## config.mk

```make
export PLATFORM = sky130hd
export DESIGN_NAME = fire_expand3_scheduler
export DESIGN_NICKNAME = d
export VERILOG_FILES = /design/src/rtl/fire_pkg.sv /design/src/rtl/pixel_wr_counter.sv /design/src/rtl/fire_expand3_scheduler.sv
export SDC_FILE = /design/constraint.sdc
export NUM_CORES = 1
export LEC_CHECK = 0
export BUFFER_PORTS_ARGS = -buffer_cell sky130_fd_sc_hd__buf_2
export CORE_MARGIN = 2
export CORE_UTILIZATION = 38
export DETAILED_ROUTE_END_ITERATION = 7
export GPL_ROUTABILITY_DRIVEN = 0
export SLEW_MARGIN = 10
export SYNTH_ARGS = -nofsm -noshare
export SYNTH_HDL_FRONTEND = slang
export SYNTH_SLANG_ARGS = --single-unit
```

## constraint.sdc

```tcl
create_clock -name clk -period 3.3 [get_ports clk]
set_input_delay 0.495 -clock clk [delete_from_list [all_inputs] [get_ports clk]]
set_output_delay 0.495 -clock clk [all_outputs]
set_load 0.05 [all_outputs]
```

## src/rtl/fire_pkg.sv

```systemverilog
// Shared definitions for the fire2/fire3 expand-3x3 datapath: scheduler states
// and the output feature-map geometry reused by the datapath timers.
package fire_pkg;

    localparam int FIRE_WOUT = 64;
    localparam int FIRE_PIX  = FIRE_WOUT ** 2;

    typedef enum logic [2:0] {
        ST_IDLE = 3'd0,
        ST_RUN2 = 3'd1,
        ST_ACK2 = 3'd2,
        ST_GAP  = 3'd3,
        ST_RUN3 = 3'd4,
        ST_ACK3 = 3'd5,
        ST_FIN  = 3'd6
    } sched_state_e;

endpackage

```

## src/rtl/pixel_wr_counter.sv

```systemverilog
// Saturating per-layer pixel counter turning datapath sample strobes into
// registered output-RAM write strobes and addresses.
module pixel_wr_counter
    import fire_pkg::*;
#(
    parameter int PIX = FIRE_PIX
) (
    input  logic                    clk,
    input  logic                    rst,
    input  logic                    clear,
    input  logic                    active,
    input  logic                    layer3,
    input  logic                    sample,
    output logic                    full,
    output logic                    wr_en_2,
    output logic                    wr_en_3,
    output logic [$clog2(PIX)-1:0]  wr_addr
);

    localparam int AW = $clog2(PIX);
    localparam int CW = AW + 1;

    logic [CW-1:0] cnt_q, cnt_d;
    logic          wr_en_2_q, wr_en_2_d;
    logic          wr_en_3_q, wr_en_3_d;
    logic [AW-1:0] wr_addr_q, wr_addr_d;

    // The datapath emits one trailing sample per layer; at the saturated count it is dropped.
    always_comb begin
        cnt_d     = cnt_q;
        wr_en_2_d = 1'b0;
        wr_en_3_d = 1'b0;
        wr_addr_d = wr_addr_q;
        if (clear) begin
            cnt_d = '0;
        end else if (active && sample && (cnt_q < CW'(PIX))) begin
            cnt_d     = cnt_q + CW'(1);
            wr_en_2_d = ~layer3;
            wr_en_3_d = layer3;
            wr_addr_d = cnt_q[AW-1:0];
        end
    end

    always_ff @(posedge clk) begin
        if (rst) begin
            cnt_q     <= '0;
            wr_en_2_q <= 1'b0;
            wr_en_3_q <= 1'b0;
            wr_addr_q <= '0;
        end else begin
            cnt_q     <= cnt_d;
            wr_en_2_q <= wr_en_2_d;
            wr_en_3_q <= wr_en_3_d;
            wr_addr_q <= wr_addr_d;
        end
    end

    // Includes a sample accepted this cycle, so a finish coinciding with the last pixel is not early.
    assign full    = (cnt_d == CW'(PIX));
    assign wr_en_2 = wr_en_2_q;
    assign wr_en_3 = wr_en_3_q;
    assign wr_addr = wr_addr_q;

endmodule

```

## src/rtl/fire_expand3_scheduler.sv

```systemverilog
// Runs fire2 then fire3 on the shared expand-3x3 datapath, closing each layer's
// finish/ram_feedback handshake, with a per-layer watchdog and sticky error.
module fire_expand3_scheduler
    import fire_pkg::*;
#(
    parameter int WOUT       = FIRE_WOUT,
    parameter int GAP_CYCLES = 4,
    parameter int MAX_CYCLES = 2 ** 22
) (
    input  logic                          clk,
    input  logic                          rst,
    input  logic                          start,
    input  logic                          fire2_expand_3_finish,
    input  logic                          fire3_expand_3_finish,
    input  logic                          sample,
    output logic                          fire2_expand_3_en,
    output logic                          fire3_expand_3_en,
    output logic                          ram_feedback_2,
    output logic                          ram_feedback_3,
    output logic                          wr_en_2,
    output logic                          wr_en_3,
    output logic [$clog2(WOUT**2)-1:0]    wr_addr,
    output logic                          busy,
    output logic                          done,
    output logic                          error
);

    localparam int PIX = WOUT ** 2;
    localparam int WDW = $clog2(MAX_CYCLES + 1);
    localparam int GW  = $clog2(GAP_CYCLES + 1);

    sched_state_e   state_q, state_d;
    logic [WDW-1:0] wd_q, wd_d;
    logic [GW-1:0]  gap_q, gap_d;
    logic           error_q, error_d;

    logic cnt_clear;
    logic cnt_active;
    logic cnt_layer3;
    logic cnt_full;

    pixel_wr_counter #(.PIX(PIX)) u_pixel_wr_counter (
        .clk     (clk),
        .rst     (rst),
        .clear   (cnt_clear),
        .active  (cnt_active),
        .layer3  (cnt_layer3),
        .sample  (sample),
        .full    (cnt_full),
        .wr_en_2 (wr_en_2),
        .wr_en_3 (wr_en_3),
        .wr_addr (wr_addr)
    );

    // Watchdog and gap counters default to zero, so each RUN entry starts a fresh count.
    always_comb begin
        state_d           = state_q;
        wd_d              = '0;
        gap_d             = '0;
        error_d           = error_q;
        cnt_clear         = 1'b0;
        cnt_active        = 1'b0;
        cnt_layer3        = 1'b0;
        fire2_expand_3_en = 1'b0;
        fire3_expand_3_en = 1'b0;
        ram_feedback_2    = 1'b0;
        ram_feedback_3    = 1'b0;
        done              = 1'b0;
        busy              = 1'b1;
        case (state_q)
            ST_IDLE: begin
                busy = 1'b0;
                if (start) begin
                    state_d   = ST_RUN2;
                    cnt_clear = 1'b1;
                    error_d   = 1'b0;
                end
            end
            ST_RUN2: begin
                fire2_expand_3_en = 1'b1;
                cnt_active        = 1'b1;
                wd_d              = wd_q + WDW'(1);
                if (fire2_expand_3_finish) begin
                    if (!cnt_full) error_d = 1'b1;
                    state_d = ST_ACK2;
                end else if (wd_q == WDW'(MAX_CYCLES - 1)) begin
                    error_d = 1'b1;
                    state_d = ST_FIN;
                end
            end
            ST_ACK2: begin
                fire2_expand_3_en = 1'b1;
                ram_feedback_2    = 1'b1;
                state_d           = ST_GAP;
            end
            ST_GAP: begin
                cnt_clear = 1'b1;
                gap_d     = gap_q + GW'(1);
                if (gap_q == GW'(GAP_CYCLES - 1)) state_d = ST_RUN3;
            end
            ST_RUN3: begin
                fire3_expand_3_en = 1'b1;
                cnt_active        = 1'b1;
                cnt_layer3        = 1'b1;
                wd_d              = wd_q + WDW'(1);
                if (fire3_expand_3_finish) begin
                    if (!cnt_full) error_d = 1'b1;
                    state_d = ST_ACK3;
                end else if (wd_q == WDW'(MAX_CYCLES - 1)) begin
                    error_d = 1'b1;
                    state_d = ST_FIN;
                end
            end
            ST_ACK3: begin
                fire3_expand_3_en = 1'b1;
                ram_feedback_3    = 1'b1;
                state_d           = ST_FIN;
            end
            ST_FIN: begin
                // busy drops together with the done pulse so the sequencer sees one edge.
                done    = 1'b1;
                busy    = 1'b0;
                state_d = ST_IDLE;
            end
            default: begin
                state_d = ST_IDLE;
            end
        endcase
    end

    always_ff @(posedge clk) begin
        if (rst) begin
            state_q <= ST_IDLE;
            wd_q    <= '0;
            gap_q   <= '0;
            error_q <= 1'b0;
        end else begin
            state_q <= state_d;
            wd_q    <= wd_d;
            gap_q   <= gap_d;
            error_q <= error_d;
        end
    end

    assign error = error_q;

endmodule

```

==> impl_summary.txt <==
----------------------------------------------------
[Finish]
  Most frequent cells in the layout ... 57 x dfxtp_1, 55 x nor2_1, 41 x nand2_1
  Synthesis-to-layout area growth ... 15.7%
  Most common cell after layout, fill and taps aside ... dfxtp_1
  Number of nets in the final layout ... 368
  Share of layout cells above drive strength 1 ... 14.9%
  Antenna cells ... 0
  Post-route design area ... 3130 um^2

[Setup path]
  Kind of start point of the critical path ... flop
  Endpoint of the most critical register-to-register path ... error$_SDFFE_PP0P_
  Cell type with the highest occurrence count on the critical path ... or4_4
  Number of cell instances on the worst register-to-register path ... 7
  Max incr delay on CP ... 0.57 ns
  Cell breakdown of the critical path ... ha_1, nand2_2, or4_4, or4_4, o32ai_4, nor4_1, a211oi_2
  Source of the worst register-to-register timing path ... wd_q[0]$_SDFF_PP0_
  Worst path required time ... 3.56 ns
  Worst path arrival time ... 2.71 ns
  Crit-path leading delay family ... simple AND/OR/NAND/NOR gates
  Nature of the critical path endpoint ... flop
  Cell at the slowest stage of the critical path ... or4_4
  Register-to-register setup slack ... 0.85 ns
  Worst setup path category ... flop to flop
  Highest fanout seen on the critical path ... 5
  Count of buffer and inverter cells on the critical path ... 0

[Power]
  Portion of total power attributed to sequential cells ... 45.9%
  Power Dens Cells ... 488 nW/um^2
  Part of the power in combinational logic ... 8.7%
  Total power after layout ... 0.00153 W
  Internal power ... 0.00116 W
  Share of power burned in the clock network ... 45.4%
  Switching power ... 0.000375 W
  Max VDD drop ... 0.000312 V
  Switching portion of total power ... 24.5%
  P_leak ... 1.13 nW

[Routing]
  Number of DRC markers in iteration 0 ... 94
  Average routed wire per standard cell ... 11.8 um
  DRC errors left ... 0
  Antenna Nets Post-Route ... 0
  Final wirelength ... 5420 um
  Via total after detailed routing ... 2222
  DR pass1 iterations ... 4
  DR vias/cell ... 4.84

[GRT]
  Number of global-route vias before repair ... 1959
  Global Route Usage Sum ... 14.6%
  Global-route wire length before repair ... 8830 um
  Number of antenna violations at the first check in global routing ... 0
  Remaining global-route overflow ... 0
  Maximum number of pins on one net before global-route repair ... 24

[Clocking]
  Register clock-pin slew on the reported worst setup and hold paths ... 0.07 ns
  H-Tree Depth ... 3
  Clk sink count ... 57
  Clk buf depth ... 2
  Hold-fix buffers at CTS ... 0
  Root Buffer Master ... clkbuf_8
  Buffers inserted during post-CTS setup optimization ... 0
  Post-CTS resize count ... 0
  Clock latency on the worst-skew pair ... 0.34 ns
  Clock buffer count from CTS ... 9
  CTS tree ... done

[Logic synthesis]
  Cell types occupying the most area after synthesis ... dfxtp_1 42%, nor2_1 7.6%, xnor2_1 5.8%, nand2_1 5.7%, xor2_1 5.2%
  Mean post-synth cell area ... 8.13 um^2
  Proportion of synthesized chip area in sequential cells ... 42.1%
  Synthesis-stage register bit count ... 57
  Count of flip-flops with a built-in enable after synthesis ... 0
  Fraction of registers with async set/reset ... 0%
  Yosys top cell by area ... dfxtp_1
  Cell area after technology mapping ... 2710 um^2
  Post-Synthesis Net Count ... 343
  Synth Instances ... 333
  Ys flop type ... dfxtp_1
  Cell variety after synth ... 44
  Count of warnings emitted by yosys ... 0
  Area share of the largest cell type after synthesis ... 42.1%

[Floorplanning]
  Total die area ... 7820 um^2
  Num ports ... 27
  Floorplan core area ... 6830 um^2
  Die Width ... 88.4 um
  Die height ... 88.4 um
  Starting Density ... 39.6%
  Number of placement rows ... 30

[Run]
  Max-cap violation count ... 0

[STA]
  Worst slew margin relative to its limit ... 46.0%
  Fin Setup TNS ... 0 ns
  Final count of negative-setup-slack endpoints ... 0
  Slew at the pin with the worst max-slew slack ... 0.810 ns
  Max Clock Freq ... 407 MHz
  Post-layout min period ... 2.45 ns
  Final number of max-transition violations ... 0
  Final Cycle Share ... 74.4%
  RSZ-0062 raised after global routing ... no
  Clock tree skew after final layout ... 0.00729 ns
  Total count of hold-check failures in the final report ... 0

[Min path]
  Path category of the worst min-delay check ... flop to flop
  Hold path startpoint ... gap_q[0]$_SDFF_PP0_
  Number of cells on the worst hold path ... 1
  Worst hold endpoint ... gap_q[0]$_SDFF_PP0_

[Place]
  Number of buffer cells added on primary ports ... 26
  Dpl cell area ... 2920 um^2
  Post-DP HPWL ... 3820 um

[Run status]
  Status ... complete, no violations

----------------------------------------------------
-- worst register-to-register path, cell delays in order, from the launching register on --
cell,delay [ns]
dfxtp_1,0.39
ha_1,0.24
nand2_2,0.09
or4_4,0.50
or4_4,0.57
o32ai_4,0.28
nor4_1,0.10
a211oi_2,0.20
-- worst max path at each step --
stage	cells past startpoint	startpoint	end	slack, ns
5_1_grt	7	wd_q[0]$_SDFF_PP0_	error$_SDFFE_PP0P_	0.73
3_3_place_gp	7	sample	error$_SDFFE_PP0P_	0.75
3_5_place_dp	7	sample	error$_SDFFE_PP0P_	0.68
6_report	7	wd_q[0]$_SDFF_PP0_	error$_SDFFE_PP0P_	0.85
2_1_floorplan	7	wd_q[0]$_SDFF_PP0_	error$_SDFFE_PP0P_	0.97
4_1_cts	7	wd_q[0]$_SDFF_PP0_	error$_SDFFE_PP0P_	0.82
-- Yosys cell counts, types with 3 or more instances --
master,count
a21oi_1,25
nand3_1,17
nor3_1,4
or3_1,5
nand4_1,5
and3_1,4
ha_1,4
nand2b_1,5
nor2_1,55
o21ai_0,4
nor2b_1,4
nand3b_1,3
inv_1,12
nand2_1,41
xor2_1,16
clkbuf_1,14
xnor2_1,18
dfxtp_1,57
nor4_1,7
-- final cells by class --
cell class,instances,area [um^2]
well taps,96,120
inverters,12,45.0
clock inverters,6,82.6
fillers,716,3700
repair buffers,31,168
multi-input cells,247,1450
clock buffers,10,128
flip-flops and latches,57,1140
-- routing by layer --
metal  GRT usage (%)  up-vias  part of all wire [%]
li1                -     1172                     -
met5               0        -                     0
met1            17.8     1004                    48
met4            4.55        0                   1.0
met3            6.06        5                   4.9
met2            23.5       41                    46
-- power groups by stage --
stage	Clock, W	Sequential (W)	Combinational [W]
after floorplan	0	0.000722	0.0000984
after global placement	0	0.000718	0.000133
after detailed placement	0	0.000718	0.000134
after CTS	0.000713	0.000702	0.000134
after global routing	0.000750	0.000703	0.000145
final	0.000695	0.000702	0.000133
-- cell families (layout without fill, tap and decap cells) --
kind of cell,after synthesis,count (layout),share of synthesized area [%]
compound gates,40,40,9.61
xor+xnor,34,34,11.0
fa+ha+maj,4,4,1.85
buf+inv,29,59,4.39
flops,57,57,42.1
mux,2,2,0.739
simple gates,167,167,30.3
-- metrics by stage --
stage	setup slack [ns]	utilization [%]	hold slack [ns]	instances
3_3_place_gp	0.747	42.8	0.413	443
3_5_place_dp	0.677	42.8	0.425	443
2_1_floorplan	0.972	-	0.399	333
4_1_cts	0.825	45.8	0.441	459
5_1_grt	0.731	45.8	0.444	459
6_report	0.846	45.8	0.437	459
-- registers in the layout (all words and copies together), names as in the netlist --
signal / flops
u_pixel_wr_counter.wr_en_3: 1
wd_q: 23
error: 1
u_pixel_wr_counter.wr_en_2: 1
gap_q: 3
u_pixel_wr_counter.wr_addr: 12
state_q: 3
u_pixel_wr_counter.cnt_q: 13
(Power assumes the default switching activity.)
